`src/rtl/pci_arb_pkg.sv`:
```
// Shared types and helpers for the PCI central arbiter family.
// Holds the FSM state encoding, the arbitration mode constants and the index-width helper.
package pci_arb_pkg;

  typedef enum logic [1:0] {
    IDLE    = 2'd0,
    PARKED  = 2'd1,
    GRANTED = 2'd2,
    BUSY    = 2'd3
  } arb_state_t;

  localparam logic MODE_RR    = 1'b0;
  localparam logic MODE_FIXED = 1'b1;

  // Width of a master index; never narrower than one bit.
  function automatic int idx_w(input int n);
    int w;
    w = $clog2(n);
    return (w < 1) ? 1 : w;
  endfunction

endpackage

```
`src/rtl/pci_arb_if.sv`:
```
// REQ#/FRAME#/IRDY# in, GNT# and status out, all PCI lines active-low.
// master = arbiter side, slave = bus/initiator side. Inputs are sampled on the rising clk edge.
interface pci_arb_if
  import pci_arb_pkg::*;
#(
  parameter int NUM_MASTERS = 4
);

  localparam int IW = idx_w(NUM_MASTERS);

  logic [NUM_MASTERS-1:0] req_n;
  logic                   frame_n;
  logic                   irdy_n;
  logic [NUM_MASTERS-1:0] gnt_n;
  logic [IW-1:0]          owner;
  logic                   bus_idle;
  logic                   timeout_pulse;
  arb_state_t             dbg_state;

  modport master (
    input  req_n, frame_n, irdy_n,
    output gnt_n, owner, bus_idle, timeout_pulse, dbg_state
  );

  modport slave (
    output req_n, frame_n, irdy_n,
    input  gnt_n, owner, bus_idle, timeout_pulse, dbg_state
  );

endinterface

```
`src/rtl/pci_arb_picker.sv`:
```
// Combinational winner picker: round-robin from ptr+1 or fixed lowest-index priority.
// req is active-high here; valid is set whenever any request is present.
module pci_arb_picker
  import pci_arb_pkg::*;
#(
  parameter int N  = 4,
  parameter int IW = idx_w(N)
) (
  input  logic [N-1:0]  req,
  input  logic [IW-1:0] ptr,
  input  logic          mode,
  output logic [IW-1:0] winner,
  output logic          valid
);

  localparam logic [IW+1:0] SUM_N = (IW+2)'(N);

  logic [2*N-1:0] dbl;
  logic [IW:0]    start;
  logic [N-1:0]   rot;
  logic [IW-1:0]  off;
  logic [IW-1:0]  fx;
  logic [IW+1:0]  sum;
  logic [IW+1:0]  sum_w;

  always_comb begin
    dbl   = {req, req};
    start = {1'b0, ptr} + 1'b1;
    // rot[0] is the request at index ptr+1, wrapping around the doubled vector.
    rot   = dbl[start +: N];

    off = '0;
    for (int i = N - 1; i >= 0; i--) begin
      if (rot[i]) off = IW'(i);
    end
    sum   = {1'b0, start} + {2'b00, off};
    sum_w = (sum >= SUM_N) ? (sum - SUM_N) : sum;

    fx = '0;
    for (int i = N - 1; i >= 0; i--) begin
      if (req[i]) fx = IW'(i);
    end

    valid  = |req;
    winner = (mode == MODE_FIXED) ? fx : sum_w[IW-1:0];
  end

endmodule

```
`src/rtl/pci_arbiter_rr.sv`:
```
// PCI central arbiter: round-robin or fixed priority, bus parking, hidden arbitration
// and a grant timeout for masters that never start FRAME#.
module pci_arbiter_rr #(
  parameter int NUM_MASTERS = 4,
  parameter int FIXED_PRIO  = 0,
  parameter int PARK_EN     = 1,
  parameter int PARK_MASTER = 0,
  parameter int GNT_TIMEOUT = 16
) (
  input  logic      clk,
  input  logic      reset,
  pci_arb_if.master bus
);

  import pci_arb_pkg::*;

  localparam int IW = idx_w(NUM_MASTERS);
  localparam int CW = $clog2(GNT_TIMEOUT + 1);

  localparam logic [IW-1:0]          PARK_IDX    = IW'(PARK_MASTER);
  localparam logic [CW-1:0]          TO_MAX      = CW'(GNT_TIMEOUT);
  localparam logic [CW-1:0]          TO_LAST     = CW'(GNT_TIMEOUT - 1);
  localparam logic [NUM_MASTERS-1:0] ALL_OFF     = '1;
  localparam logic [NUM_MASTERS-1:0] PARK_ONEHOT = {{(NUM_MASTERS-1){1'b0}}, 1'b1} << PARK_MASTER;
  localparam logic                   MODE        = (FIXED_PRIO != 0) ? MODE_FIXED : MODE_RR;

  arb_state_t             state_q, state_d;
  logic [NUM_MASTERS-1:0] gnt_n_q, gnt_n_d;
  logic [IW-1:0]          owner_q, owner_d;
  logic [IW-1:0]          ptr_q, ptr_d;
  logic [CW-1:0]          cnt_q, cnt_d;
  logic                   bus_idle_q, bus_idle_d;
  logic                   timeout_q, timeout_d;

  logic [NUM_MASTERS-1:0] req;
  logic                   idle;
  logic [IW-1:0]          winner;
  logic                   win_vld;
  logic                   owner_req;
  logic                   others_req;
  logic                   gnt_held;
  logic                   diff_winner;

  function automatic logic [NUM_MASTERS-1:0] gnt_vec(input logic [IW-1:0] idx);
    logic [NUM_MASTERS-1:0] v;
    v      = '1;
    v[idx] = 1'b0;
    return v;
  endfunction

  assign req         = ~bus.req_n;
  assign idle        = bus.frame_n & bus.irdy_n;
  assign owner_req   = req[owner_q];
  assign others_req  = |(req & ~PARK_ONEHOT);
  assign gnt_held    = (gnt_n_q != ALL_OFF);
  assign diff_winner = win_vld && (winner != owner_q);

  pci_arb_picker #(
    .N  (NUM_MASTERS),
    .IW (IW)
  ) u_picker (
    .req    (req),
    .ptr    (ptr_q),
    .mode   (MODE),
    .winner (winner),
    .valid  (win_vld)
  );

  always_comb begin
    state_d    = state_q;
    gnt_n_d    = gnt_n_q;
    owner_d    = owner_q;
    ptr_d      = ptr_q;
    cnt_d      = cnt_q;
    timeout_d  = 1'b0;
    bus_idle_d = idle;

    case (state_q)
      IDLE: begin
        if (win_vld) begin
          gnt_n_d = gnt_vec(winner);
          owner_d = winner;
          ptr_d   = winner;
          cnt_d   = '0;
          state_d = GRANTED;
        end else if (PARK_EN != 0) begin
          gnt_n_d = gnt_vec(PARK_IDX);
          owner_d = PARK_IDX;
          state_d = PARKED;
        end
      end

      PARKED: begin
        if (others_req) begin
          gnt_n_d = ALL_OFF;
          state_d = IDLE;
        end else if (!idle) begin
          state_d = BUSY;
        end else if (req[PARK_IDX]) begin
          // Promotion keeps GNT# low; only the bookkeeping of a fresh grant changes.
          ptr_d   = PARK_IDX;
          cnt_d   = '0;
          state_d = GRANTED;
        end
      end

      GRANTED: begin
        if (!bus.frame_n && bus_idle_q) begin
          state_d = BUSY;
        end else if (idle && !owner_req) begin
          gnt_n_d = ALL_OFF;
          state_d = IDLE;
        end else if (idle && (cnt_q == TO_LAST)) begin
          gnt_n_d   = ALL_OFF;
          timeout_d = 1'b1;
          ptr_d     = owner_q;
          cnt_d     = TO_MAX;
          state_d   = IDLE;
        end else if (idle && (cnt_q != TO_MAX)) begin
          cnt_d = cnt_q + 1'b1;
        end
      end

      BUSY: begin
        if (gnt_held) begin
          if (diff_winner) begin
            // Hidden arbitration: the running transaction keeps FRAME#, the grant goes now.
            gnt_n_d = ALL_OFF;
          end else if (idle) begin
            if (win_vld) begin
              cnt_d   = '0;
              state_d = GRANTED;
            end else if ((PARK_EN != 0) && (owner_q == PARK_IDX)) begin
              state_d = PARKED;
            end else begin
              gnt_n_d = ALL_OFF;
              state_d = IDLE;
            end
          end
        end else if (idle && bus_idle_q) begin
          // Two consecutive all-high samples guarantee the turnaround cycle.
          if (win_vld) begin
            gnt_n_d = gnt_vec(winner);
            owner_d = winner;
            ptr_d   = winner;
            cnt_d   = '0;
            state_d = GRANTED;
          end else if (PARK_EN != 0) begin
            gnt_n_d = gnt_vec(PARK_IDX);
            owner_d = PARK_IDX;
            state_d = PARKED;
          end else begin
            state_d = IDLE;
          end
        end
      end

      default: begin
        gnt_n_d = ALL_OFF;
        state_d = IDLE;
      end
    endcase
  end

  always_ff @(posedge clk or posedge reset) begin
    if (reset) begin
      state_q    <= IDLE;
      gnt_n_q    <= ALL_OFF;
      owner_q    <= '0;
      ptr_q      <= '0;
      cnt_q      <= '0;
      bus_idle_q <= 1'b1;
      timeout_q  <= 1'b0;
    end else begin
      state_q    <= state_d;
      gnt_n_q    <= gnt_n_d;
      owner_q    <= owner_d;
      ptr_q      <= ptr_d;
      cnt_q      <= cnt_d;
      bus_idle_q <= bus_idle_d;
      timeout_q  <= timeout_d;
    end
  end

  assign bus.gnt_n         = gnt_n_q;
  assign bus.owner         = owner_q;
  assign bus.bus_idle      = bus_idle_q;
  assign bus.timeout_pulse = timeout_q;
  assign bus.dbg_state     = state_q;

endmodule

```
`src/flat_wrapper.sv`:
```
// flat-port wrapper written by rule: the top's interface ports become plain ports
module pci_arbiter_rr_flat import pci_arb_pkg::*;
#(
  parameter int NUM_MASTERS = 4,
  parameter int FIXED_PRIO  = 0,
  parameter int PARK_EN     = 1,
  parameter int PARK_MASTER = 0,
  parameter int GNT_TIMEOUT = 16
)
  (clk, reset, bus_req_n, bus_frame_n, bus_irdy_n, bus_gnt_n, bus_owner, bus_bus_idle, bus_timeout_pulse, bus_dbg_state);
  pci_arb_if #(.NUM_MASTERS(NUM_MASTERS)) bus_i ();
  input  logic clk;
  input  logic reset;
  input wire logic [$bits(bus_i.req_n)-1:0] bus_req_n;
  input wire logic [$bits(bus_i.frame_n)-1:0] bus_frame_n;
  input wire logic [$bits(bus_i.irdy_n)-1:0] bus_irdy_n;
  output wire logic [$bits(bus_i.gnt_n)-1:0] bus_gnt_n;
  output wire logic [$bits(bus_i.owner)-1:0] bus_owner;
  output wire logic [$bits(bus_i.bus_idle)-1:0] bus_bus_idle;
  output wire logic [$bits(bus_i.timeout_pulse)-1:0] bus_timeout_pulse;
  output wire logic [$bits(bus_i.dbg_state)-1:0] bus_dbg_state;
  assign bus_i.req_n = bus_req_n;
  assign bus_i.frame_n = bus_frame_n;
  assign bus_i.irdy_n = bus_irdy_n;
  assign bus_gnt_n = bus_i.gnt_n;
  assign bus_owner = bus_i.owner;
  assign bus_bus_idle = bus_i.bus_idle;
  assign bus_timeout_pulse = bus_i.timeout_pulse;
  assign bus_dbg_state = bus_i.dbg_state;
  pci_arbiter_rr #(.NUM_MASTERS(NUM_MASTERS), .FIXED_PRIO(FIXED_PRIO), .PARK_EN(PARK_EN), .PARK_MASTER(PARK_MASTER), .GNT_TIMEOUT(GNT_TIMEOUT)) u_core (.clk(clk), .reset(reset), .bus(bus_i));
endmodule
```
`config.mk`:
```
export PLATFORM = sky130hd
export DESIGN_NAME = pci_arbiter_rr_flat
export DESIGN_NICKNAME = d
export VERILOG_FILES = /design/src/rtl/pci_arb_pkg.sv /design/src/rtl/pci_arb_if.sv /design/src/rtl/pci_arb_picker.sv /design/src/rtl/pci_arbiter_rr.sv /design/src/flat_wrapper.sv
export SDC_FILE = /design/constraint.sdc
export NUM_CORES = 1
export LEC_CHECK = 0
export CAP_MARGIN = 5
export CORE_MARGIN = 2
export CORE_UTILIZATION = 40
export DETAILED_ROUTE_END_ITERATION = 8
export GPL_TIMING_DRIVEN = 1
export HOLD_SLACK_MARGIN = 0.05
export PLACE_DENSITY = 0.72
export SYNTH_ARGS = -nofsm -noshare
export SYNTH_HDL_FRONTEND = slang
export SYNTH_HIERARCHICAL = 1
export SYNTH_SLANG_ARGS = --single-unit
```
`constraint.sdc`:
```
create_clock -name clk -period 3.8 [get_ports clk]
set_input_delay 0.95 -clock clk [delete_from_list [all_inputs] [get_ports clk]]
set_output_delay 0.95 -clock clk [all_outputs]
set_load 0.02 [all_outputs]
```
After elaboration in Yosys (flattened, before gate mapping)

Index checks and enable logic that the tools add are counted.

Bitwise operators: 3
Muxes and demuxes: 66
Eq/ne operators: 26
Reduce and logical (&&, ||, !) cells: 19
Shifts and indexed selects: 1
Order comparisons: 4
$add $sub $neg: 4

Operator list:

| operator            | count |
|---|---|
| $mux 5              | 12 |
| $mux 2              | 29 |
| $mux 4              | 11 |
| $pmux 5 s4          | 1 |
| $ne 4x4->1 const B  | 4 |
| $pmux 2 s4          | 2 |
| $pmux 4 s4          | 1 |
| $ne 2x1->1 const B  | 5 |
| $ne 3x1->1 const B  | 3 |
| $reduce_and 9->1    | 1 |
| $ne 2x2->1 const B  | 4 |
| $not 4->4           | 2 |
| $reduce_and 8->1    | 1 |
| $shiftx 8x4->4      | 1 |
| $logic_and 1x1->1   | 7 |
| $mux 1              | 7 |
| $reduce_and 7->1    | 1 |
| $lt 2x3->1 const B  | 2 |
| $add 5x1->5 const B | 1 |
| $eq 5x4->1 const B  | 1 |
| $ne 5x5->1 const B  | 1 |
| $reduce_and 5->1    | 1 |
| $add 3x2->4         | 1 |
| $eq 2x2->1 const B  | 2 |
| other kinds (20)    | 22 |

Output and inout bits: 10
Word-level logic and storage cells: 130
Bits of input ports: 8
Register bits after elaboration: 17

Depth between registers and ports, before layout

Gate-level depths: netlist of the first run.

Depth in word-level cells: 18
Mapped depth: 15
Depth with buffers taken out: 14

Modules after synthesis

The synthesis of the first run kept the hierarchy.

Modules (own cells, without submodules):

| module         | area an instance (um^2) | cells each | instances | sequential area each (um^2) |
|---|---|---|---|---|
| pci_arbiter_rr | 1213.7                  | 133        | 1         | 431.7 |
| pci_arb_picker | 219.0                   | 34         | 1         | 0.0 |

Least setup slack after synthesis of the first run

Ideal clock, no wire load.

Kind: in2reg
Start point: input bus_req_n[3]
End point: register u_core.state_q[1], in the netlist u_core/bus.dbg_state[1]
Data arrival time: 3.463 ns
Buffers on the path: 1
Cell stages on the path: 15
Library setup time: 0.125 ns
Required time: 3.675 ns
Slack: 0.212 ns
Cell sequence: inv_1 > buf_4 > nor2b_1 > a21oi_1 > o221ai_1 > o21ai_0 > ha_1 > xor2_1 > and4_4 > o32ai_2 > xor2_1 > o211ai_1 > a21oi_1 > a311o_1 > mux2_4

Cells in the longest elaborated chain, start to end: 13
Elaborated cells on any way between the ends: 32
Classes of those cells: add/sub: 2; order compare: 1; eq/ne: 4; shift: 1; mux: 17; bitwise: 1; reduce/logical: 6

RTL lines:

| item                                             | line                  | RTL |
|---|---|---|
| from (decl)                                      | flat_wrapper.sv:14    | `input wire logic [$bits(bus_i.req_n)-1:0] bus_req_n;` |
| $not 4->4 (*)                                    | pci_arbiter_rr.sv:51  | `assign req = ~bus.req_n;` |
| $shiftx 8x4->4 (*)                               | pci_arb_picker.sv:30  | `rot = dbl[start +: N];` |
| $mux 2 (3 in a row)                              | pci_arb_picker.sv:34  | `if (rot[i]) off = IW'(i);` |
| $mux 2 (*)                                       | pci_arb_picker.sv:34  |  |
| $add 3x2->4 (*)                                  | pci_arb_picker.sv:36  | `sum = {1'b0, start} + {2'b00, off};` |
| $ge 4x3->1 / $sub 2x1->2 (equally long branches) | pci_arb_picker.sv:37  | `sum_w = (sum >= SUM_N) ? (sum - SUM_N) : sum;` |
| $mux 2 (*)                                       | pci_arb_picker.sv:37  |  |
| via u_core.winner[1]                             | pci_arbiter_rr.sv:37  | `logic [IW-1:0] winner;` |
| $ne 2x2->1 (*)                                   | pci_arbiter_rr.sv:56  | `assign diff_winner = win_vld && (winner != owner_q);` |
| $logic_and 1x1->1 (*)                            | pci_arbiter_rr.sv:56  |  |
| $ne 3x3->1 (no line) (*)                         | -                     |  |
| $reduce_and 5->1 (no line) (*)                   | -                     |  |
| to (signal assigned)                             | pci_arbiter_rr.sv:175 | `state_q <= state_d;` |
| to (decl)                                        | pci_arbiter_rr.sv:27  | `arb_state_t state_q, state_d;` |

The timed path passes the listed nets; every way through them passes the cells marked *. The select of a mux whose other input is x is not followed.
A chain may end at the register's enable or synchronous reset.

Worst setup path after layout of the first run

Start point: input bus_req_n[0]
End point: register u_core.cnt_q[3]

Cells in the longest elaborated chain, start to end: 13
Elaborated cells on any way between the ends: 27
Classes of those cells: add/sub: 2; order compare: 1; eq/ne: 4; shift: 1; mux: 13; bitwise: 1; reduce/logical: 5

RTL lines:

| item                                             | line                  | RTL |
|---|---|---|
| $not 4->4 (*)                                    | pci_arbiter_rr.sv:51  |  |
| via u_core.req[0]                                | pci_arbiter_rr.sv:35  | `logic [NUM_MASTERS-1:0] req;` |
| $shiftx 8x4->4 (*)                               | pci_arb_picker.sv:30  |  |
| $mux 2 (3 in a row)                              | pci_arb_picker.sv:34  |  |
| $mux 2 (*)                                       | pci_arb_picker.sv:34  |  |
| $add 3x2->4 (*)                                  | pci_arb_picker.sv:36  |  |
| $ge 4x3->1 / $sub 2x1->2 (equally long branches) | pci_arb_picker.sv:37  |  |
| $mux 2 (*)                                       | pci_arb_picker.sv:37  |  |
| via u_core.winner[1]                             | pci_arbiter_rr.sv:37  |  |
| $ne 2x2->1 (*)                                   | pci_arbiter_rr.sv:56  |  |
| $logic_and 1x1->1 (*)                            | pci_arbiter_rr.sv:56  |  |
| $ne 3x3->1 (no line) (*)                         | -                     |  |
| $reduce_and 9->1 (no line) (*)                   | -                     |  |
| to (signal assigned)                             | pci_arbiter_rr.sv:179 | `cnt_q <= cnt_d;` |
| to (decl)                                        | pci_arbiter_rr.sv:31  | `logic [CW-1:0] cnt_q, cnt_d;` |

Marks and branches as above.

==> results of run 1 <==
## logic make-up after synthesis
logic type,count (synthesis)
AOI/OAI and AO/OA,46
xor gates and xnor gates,3
adders and majority gates,8
buffers and inverters,28
DFF,17
muxes,13
other,1
and+or+nand+nor,51
## power by group through the flow
stage	clock, mW	combinational, mW	sequential, mW
3_3_place_gp	0	0.760	0.335
6_report	0.103	0.828	0.335
2_1_floorplan	0	0.511	0.369
4_1_cts	0.107	0.769	0.333
3_5_place_dp	0	0.766	0.336
5_1_grt	0.116	0.911	0.349
## state kept, by name, indices dropped and copies added, names as in the netlist
register,flops
u_core/cnt_q,5
u_core/bus.gnt_n,4
u_core/bus.dbg_state,2
u_core/bus.owner,2
u_core/ptr_q,2
u_core/bus.bus_idle,1
u_core/bus.timeout_pulse,1
## cell type report
class	instances	area, sq um	share of cell area [%]
Clock buffer	3	22.5	1.21
Inverter	24	90.1	4.83
Clock inverter	1	5.00	0.268
Multi-Input combinational cell	125	961	51.5
Sequential cell	17	432	23.1
Tap cell	46	57.6	3.09
Timing Repair Buffer	34	298	16.0
## placed cells by master (no fill, tap or decap), types with 2 or more instances in the layout
master / netlist / routed
o32ai_2: 1 / 2
nand2b_1: 2 / 2
clkdlybuf4s50_1: 0 / 17
nor3_1: 4 / 3
a21oi_1: 8 / 7
o22ai_1: 5 / 5
nand3_1: 5 / 5
buf_4: 1 / 17
dfrtp_1: 12 / 12
ha_1: 8 / 7
o31ai_2: 0 / 2
mux2i_1: 4 / 4
nor2b_1: 3 / 2
o21ai_0: 12 / 11
o41ai_2: 0 / 2
inv_1: 23 / 22
nand2_1: 16 / 16
mux2_2: 6 / 6
xor2_1: 3 / 2
dfstp_2: 5 / 5
conb_1: 1 / 4
nor2_1: 6 / 6
a31oi_1: 3 / 3
o21ai_1: 1 / 2
clkbuf_4: 1 / 3
nor3b_1: 2 / 2
and3_1: 2 / 2
nand4_1: 2 / 2
## per-stage QoR
step | setup WS [ps] | TNS, ps | hold WS, ps | utilization [%] | cells
final | 161 | 0 | 560 | 55.0 | 250
after global routing | -22.2 | -25.3 | 595 | 55.0 | 250
after detailed placement | -237 | -1890 | 511 | 52.0 | 245
after CTS | 76.7 | 0 | 528 | 52.8 | 249
after global placement | -149 | -1030 | 498 | 52.0 | 245
after floorplan | 212 | 0 | 469 | - | 170
## routing by layer
| metal | vias up | track usage, % | wire (um) | share of wire [%] |
|---|---|---|---|---|
| li1 | 671 | - | - | - |
| met1 | 640 | 21.4 | 1520 | 45 |
| met2 | 26 | 28.8 | 1710 | 50 |
| met3 | 6 | 2.82 | 142 | 4.2 |
| met4 | 0 | 4.62 | 46 | 1.3 |
| met5 | - | 0 | 0 | 0 |
## final timing paths
check / startpoint / end / slack, ps
worst max-delay path: bus_req_n[0] / u_core/cnt_q[3] / 160
worst min-delay path: u_core/cnt_q[3] / u_core/cnt_q[3] / 560
worst max register to register: u_core/ptr_q[1] / u_core/cnt_q[3] / 820
worst min register to register: u_core/cnt_q[3] / u_core/cnt_q[3] / 560
max in group asynchronous: reset / u_core/bus.owner[1] / 2350
min in group asynchronous: reset / u_core/cnt_q[0] / 1030
## timing repair
action	CTS	global route
buffers inserted	0	1
setup endpoints to repair	0	11
hold buffers	0	0
resized for setup	0	15
==> impl_metrics.json, run 1 <==
{
  "chipWidth_um": 63.8,
  "dp_hpwl_mm": 2.51,
  "place_congestion": 0.886,
  "synth_edf_count": 0,
  "die_height_um": 63.8,
  "avgViaCountPerCell": 5.37,
  "min_path_type": "register to register",
  "antenna_found_initial": 0,
  "clk_latency_ps": 300,
  "max_cap_violations": 0,
  "drive_gt1_share_pct": 27.0,
  "placed_area_sq_mm": 0.00176,
  "synth-simple-area-share_pct": 18.9,
  "cp.depth": 17,
  "wl_mm": 3.42,
  "final_area_sq_mm": 0.00187,
  "fill_cells": 313,
  "syn_to_final_growth_pct": 30.2,
  "synthTopCellsByArea": "dfrtp_1, dfstp_2, ha_1, inv_1, mux2_2",
  "p_total_mw": 1.27,
  "wl_per_cell_um": 13.7,
  "p_clk_share_pct": 8.2,
  "pin_count": 18,
  "async_flop_share_pct": 100,
  "grt_pass1_vias": 1229,
  "synth_most_common_cell": "inv_1",
  "drv_slew": 0,
  "grt_pass1_wl_mm": 5.46,
  "cp_max_fo": 6,
  "fin_crit_ps": 3640,
  "slew_headroom_pct": 56.2,
  "core_area_sq_mm": 0.00339,
  "ys_warn_count": 6,
  "cts_max_level": 1,
  "cellLeakagePower_nw": 0.812,
  "drt_iter0_markers": 64,
  "power.switching_mw": 0.557,
  "syn_area_sq_mm": 0.00143,
  "status": "finished, final reports clean",
  "intPower_mw": 0.709,
  "drc": 0,
  "start_util_pct": 42.3,
  "slowest_delay_ps": 500,
  "synth_ff_type": "dfrtp_1",
  "cts_tree": "done",
  "clk_path_buf_depth": 2,
  "arrival_ps": 3820,
  "root_buffer": "clkbuf_4",
  "hold_depth": 1,
  "synth_xor_area_share_pct": 1.83,
  "synth_top_family_by_area": "compound AO/OA/AOI/OAI gates",
  "firstDrtPassIters": 4,
  "p_comb_share_pct": 65.4,
  "synth_area_leader_cell": "dfrtp_1",
  "worstSetupStartpointType": "input pin",
  "ys_ff_latch": 17,
  "path_class": "input pin to register",
  "ant_nets": 0,
  "yosys-top-cells-count": "inv_1, nand2_1, dfrtp_1, o21ai_0",
  "num_vias": 1343,
  "avgSynthCellArea_sq_um": 8.58,
  "numPortBuffers": 17,
  "numCtsBuffers": 3,
  "p_seq_share_pct": 26.4,
  "synthMuxAreaShare_pct": 10.9,
  "cp.required_ps": 3980,
  "reg2reg_depth": 15,
  "overflow": 0,
  "antennaDiodeCount": 0,
  "grt_max_degree": 18,
  "finClkSkew_ps": 8.85,
  "cts.sinks": 17,
  "switching_share_pct": 44.0,
  "cpMostUsedCell": "buf_4",
  "irDropWorstVdd_uv": 415,
  "rsz0062_at_grt": "yes",
  "nNetsFinal": 221,
  "synth.distinct_cells": 52,
  "ys_seq_area_share_pct": 30.1,
  "hold_viol": 0,
  "dieArea_sq_mm": 0.00408,
  "cp_top_family": "compound AO/OA/AOI/OAI gates",
  "slowest_stage": "clkdlybuf4s50_1",
  "finalCritPeriodShare_pct": 95.8,
  "synth-adder-area-share_pct": 6.99,
  "path_buf_inv": 4,
  "setup_viol": 0,
  "synthCells": 167,
  "crit_chain": "clkdlybuf4s50_1 -> inv_2 -> nor2b_2 -> a21oi_1 -> o221ai_1 -> o21ai_1 -> ha_2 -> xor2_2 -> a31oi_1 -> o32ai_2 -> xor2_1 -> o211ai_1 -> a21oi_2 -> buf_4 -> buf_4 -> o31ai_2 -> o41ai_2",
  "p_per_area_mw_per_mm2": 679,
  "fmax_mhz": 275,
  "rows": 21,
  "clkTransAtPathRegs_ps": 110,
  "tightest_slew_ps": 656,
  "synth_compound_area_share_pct": 22.6,
  "yosysTopAreaCellShare_pct": 21.0,
  "grtUsageTotal_pct": 16.7,
  "crit_path_end_kind": "register"
}
No activity file was read; power rests on OpenSTA's default activity.
==> inputs of run 2 (changes only) <==
==> constraint.sdc (replaced) <==
create_clock -name clk -period 3.9 [get_ports clk]
set_input_delay 0.975 -clock clk [delete_from_list [all_inputs] [get_ports clk]]
set_output_delay 0.975 -clock clk [all_outputs]
set_load 0.02 [all_outputs]
==> impl_metrics.json, run 2 (synthesis results as in run 1) <==
{
  "hold_viol": 0,
  "gr-max-usage-layer": "met2",
  "drt_iter0_markers": 75,
  "most-common-layout-cells": "inv_1, clkdlybuf4s50_1, nand2_1, buf_4",
  "path_class": "input pin to register",
  "antenna_found_initial": 0,
  "final_area_sq_mm": 0.00181,
  "dp_slack_ps": -127,
  "tightest_slew_ps": 646,
  "ant_nets": 0,
  "num_vias": 1297,
  "dieArea_sq_mm": 0.00408,
  "clk_latency_ps": 290,
  "p_per_area_mw_per_mm2": 665,
  "root_buffer": "clkbuf_4",
  "fmax_mhz": 268,
  "drive_gt1_share_pct": 21.4,
  "cp_max_fo": 5,
  "numCtsBuffers": 3,
  "hold_depth": 1,
  "grtUsageTotal_pct": 16.6,
  "min_from": "u_core/cnt_q[3]",
  "largest_reg_flops": 5,
  "finalCritPeriodShare_pct": 95.5,
  "finClkSkew_ps": 2.87,
  "core_area_sq_mm": 0.00339,
  "irDropWorstVdd_uv": 360,
  "finalWorstSetupSlack_ps": 174,
  "worstSetupStartpointType": "input pin",
  "start_util_pct": 42.3,
  "reg2reg_from": "u_core/ptr_q[1]",
  "fin_util_pct": 53.5,
  "avgViaCountPerCell": 5.25,
  "min_path_type": "register to register",
  "tns_ps": 0,
  "cts_tree": "done",
  "cts.sinks": 17,
  "crit_path_end_kind": "register",
  "wl_per_cell_um": 13.3,
  "nNetsFinal": 218,
  "cts_max_level": 1,
  "p_total_mw": 1.21,
  "met2_usage_pct": 27.1,
  "antennaDiodeCount": 0,
  "firstDrtPassIters": 4,
  "hold-path-endpoint": "u_core/cnt_q[3]",
  "grt_util_met3_pct": 4.05,
  "wl_mm": 3.28,
  "r2r_end": "u_core/cnt_q[2]",
  "dp_hpwl_mm": 2.47,
  "hold_buffers": 0,
  "chipWidth_um": 63.8,
  "drc": 0,
  "syn_to_final_growth_pct": 26.6,
  "r2r_slack_ps": 850,
  "fin_crit_ps": 3730,
  "placed_area_sq_mm": 0.00175,
  "clkTransAtPathRegs_ps": 110,
  "clk_path_buf_depth": 2,
  "pin_count": 18,
  "overflow": 0,
  "rows": 21,
  "status": "finished, final reports clean",
  "drv_slew": 0,
  "cp.required_ps": 4090,
  "met1_usage_pct": 21.0,
  "arrival_ps": 3920,
  "cellLeakagePower_nw": 0.790,
  "place_congestion": 0.887,
  "grt_pass1_wl_mm": 5.45,
  "grt_pass1_vias": 1245,
  "setup_viol": 0,
  "largest-register": "u_core/cnt_q",
  "grt_max_degree": 18,
  "numPortBuffers": 17,
  "die_height_um": 63.8,
  "slew_headroom_pct": 56.9,
  "layout.cells.most_common": "inv_1",
  "reg2reg_depth": 14,
  "max_cap_violations": 0
}
[run 2: power breakdown]
group / leakage (nW) / switching (mW) / internal (mW) / total (mW)
clock network: 0.0150 / 0.0593 / 0.0398 / 0.0991
registers: 0.212 / 0.0733 / 0.251 / 0.325
logic: 0.564 / 0.397 / 0.386 / 0.784
[run 2: worst max path at each step]
stage,start,slack (ps),end
floorplan,bus_req_n[3],290,u_core/bus.dbg_state[1]
global placement,bus_req_n[3],-70,u_core/cnt_q[4]
detailed placement,bus_req_n[0],-130,u_core/cnt_q[2]
CTS,bus_req_n[0],190,u_core/cnt_q[3]
global route,bus_req_n[3],-1,u_core/cnt_q[2]
finish,bus_req_n[3],170,u_core/cnt_q[2]
[run 2: critical path, stage by stage]
cell	delay, ps
clkdlybuf4s50_1	470
inv_1	90
nor2b_1	150
a21oi_1	50
o221ai_1	150
o21ai_0	110
ha_1	220
xor2_2	160
a31oi_2	210
o32ai_4	120
xor2_1	180
o211ai_1	220
a21oi_2	100
buf_4	140
or2_1	250
o41ai_1	310
[run 2: metrics by stage]
step	std cells	hold WS, ps
CTS	247	522
floorplan	170	469
global route	247	556
detailed placement	243	506
global placement	243	499
finish	247	525
[run 2: cell type report]
| class | count | area, sq um |
|---|---|---|
| well taps | 46 | 57.6 |
| multi-input cells | 125 | 933 |
| repair buffers | 31 | 275 |
| fillers | 317 | 1580 |
| clock buffers | 4 | 26.3 |
| flip-flops and latches | 17 | 432 |
| inverters | 24 | 90.1 |
[run 2: layer usage]
layer | up-vias | wire, um
met3 | 4 | 99
met1 | 605 | 1530
li1 | 670 | -
met2 | 18 | 1620
met5 | - | 0
met4 | 0 | 31
[run 2: what timing repair did]
item	4_1_cts	5_1_grt
endpoints found under the setup margin	0	11
gates resized for setup	0	7
buffers inserted	0	0
==> inputs of run 3 (changes only) <==
--- a/config.mk
+++ b/config.mk
@@ -9,9 +9,10 @@
 export CORE_MARGIN = 2
 export CORE_UTILIZATION = 40
 export DETAILED_ROUTE_END_ITERATION = 8
+export DONT_BUFFER_PORTS = 1
 export GPL_TIMING_DRIVEN = 1
 export HOLD_SLACK_MARGIN = 0.05
-export PLACE_DENSITY = 0.72
+export PLACE_DENSITY = 0.65
 export SYNTH_ARGS = -nofsm -noshare
 export SYNTH_HDL_FRONTEND = slang
 export SYNTH_HIERARCHICAL = 1
==> impl_metrics.json, run 3 (synthesis results as in run 1) <==
{
  "status": "finished, final reports clean",
  "cp_max_fo": 7,
  "p_comb_share_pct": 55.7,
  "p_seq_share_pct": 35.3,
  "grt_pass1_wl_mm": 5.42,
  "wl_per_cell_um": 14.5,
  "tightest_slew_ps": 650,
  "fin_util_pct": 44.6,
  "slew_headroom_pct": 56.6,
  "numPortBuffers": 0,
  "chipWidth_um": 63.8,
  "dp_hpwl_mm": 2.45,
  "drv_slew": 0,
  "layout.cells.most_common": "inv_1",
  "largest-register": "u_core/cnt_q",
  "crit_path_end_kind": "register",
  "finClkSkew_ps": 4.16,
  "num_vias": 1257,
  "clk_latency_ps": 290,
  "p_clk_share_pct": 9.0,
  "hold_buffers": 0,
  "ant_nets": 0,
  "die_height_um": 63.8,
  "gr-max-usage-layer": "met2",
  "path_class": "input pin to register",
  "overflow": 0,
  "start_util_pct": 42.3,
  "numCtsBuffers": 3,
  "hold_viol": 0,
  "largest_reg_flops": 5,
  "cp.required_ps": 4080,
  "syn_to_final_growth_pct": 5.59,
  "avgViaCountPerCell": 5.77,
  "met1_usage_pct": 21.2,
  "cellLeakagePower_nw": 0.658,
  "worstSetupStartpointType": "input pin",
  "cts.sinks": 17,
  "cts_setup_buffers": 0,
  "p_total_mw": 1.07,
  "min_path_type": "register to register",
  "grt_util_met3_pct": 4.40,
  "nNetsFinal": 189,
  "arrival_ps": 3720,
  "clkTransAtPathRegs_ps": 100,
  "drt_iter0_markers": 79,
  "fill_cells": 326,
  "antenna_found_initial": 0,
  "power.switching_mw": 0.495,
  "tns_ps": 0,
  "finalCritPeriodShare_pct": 90.6,
  "multi_input_area_sq_um": 892,
  "max_cap_violations": 0,
  "pin_count": 18,
  "rows": 21,
  "place_congestion": 0.919,
  "rsz0062_at_grt": "no",
  "firstDrtPassIters": 4,
  "grt_max_degree": 18,
  "irDropWorstVdd_uv": 436,
  "most-common-layout-cells": "inv_1, nand2_1, o21ai_0, dfrtp_1",
  "finalNonFillerCells": 218,
  "p_per_area_mw_per_mm2": 708,
  "fin_crit_ps": 3530,
  "clk_path_buf_depth": 2,
  "crit_chain": "inv_1 -> nor2b_1 -> a21oi_1 -> o221ai_1 -> o21ai_0 -> ha_1 -> xor2_1 -> a31oi_1 -> o32ai_2 -> xor2_1 -> o211ai_1 -> a21oi_1 -> a311o_1 -> mux2_4",
  "drc": 0,
  "dieArea_sq_mm": 0.00408,
  "wl_mm": 3.15,
  "met2_usage_pct": 28.3,
  "drive_gt1_share_pct": 14.5,
  "cts_resized": 0,
  "intPower_mw": 0.576,
  "cts_max_level": 1,
  "cts_tree": "done",
  "grt_pass1_vias": 1173,
  "grtUsageTotal_pct": 16.7,
  "antennaDiodeCount": 0,
  "switching_share_pct": 46.2,
  "root_buffer": "clkbuf_4",
  "fmax_mhz": 283,
  "setup_viol": 0,
  "regArea_sq_um": 432,
  "holdWs_ps": 531,
  "core_area_sq_mm": 0.00339,
  "placed_cells": 214,
  "slowest_delay_ps": 400,
  "slowest_stage": "a21oi_1"
}
## run 3: final cells by class
cell class / count / share of cell area (%)
multi-input cells: 125 / 59.0
flip-flops and latches: 17 / 28.5
inverters: 24 / 5.96
well taps: 46 / 3.80
clock buffers: 4 / 1.74
repair buffers: 2 / 0.993
## run 3: layer usage
metal	wire length, um	vias up
met4	18	0
met2	1550	37
met5	0	-
li1	-	608
met3	161	2
met1	1420	610
## run 3: power groups by stage
stage	Sequential [mW]	Combinational, mW	Clock, mW
6_report	0.378	0.597	0.0960
5_1_grt	0.389	0.668	0.109
4_1_cts	0.378	0.595	0.102
3_5_place_dp	0.382	0.592	0
3_3_place_gp	0.380	0.578	0
2_1_floorplan	0.359	0.498	0
## run 3: final timing paths
check                                start                      end  slack, ps  cells past startpoint
min                        u_core/cnt_q[4]          u_core/cnt_q[4]        530                      1
max in group asynchronous            reset          u_core/cnt_q[1]       2840                      1
max reg2reg                u_core/ptr_q[1]  u_core/bus.dbg_state[1]        700                     13
min in group asynchronous            reset      u_core/bus.owner[0]        650                      1
min reg2reg                u_core/cnt_q[4]          u_core/cnt_q[4]        530                      1
max                           bus_req_n[0]  u_core/bus.dbg_state[1]        370                     14
## run 3: per-stage QoR
step           cell area (sq um)  setup slack [ps]
4_1_cts                     1510               424
3_5_place_dp                1490               114
3_3_place_gp                1490               236
5_1_grt                     1510               125
2_1_floorplan               1440               287
6_report                    1510               365
## run 3: worst max-delay path: cells and delay by family
family / cells / cell delay (ps)
compound gates: 8 / 1530
xor+xnor: 2 / 380
mux: 1 / 310
fa+ha+maj: 1 / 200
simple gates: 1 / 190
buf+inv: 1 / 130
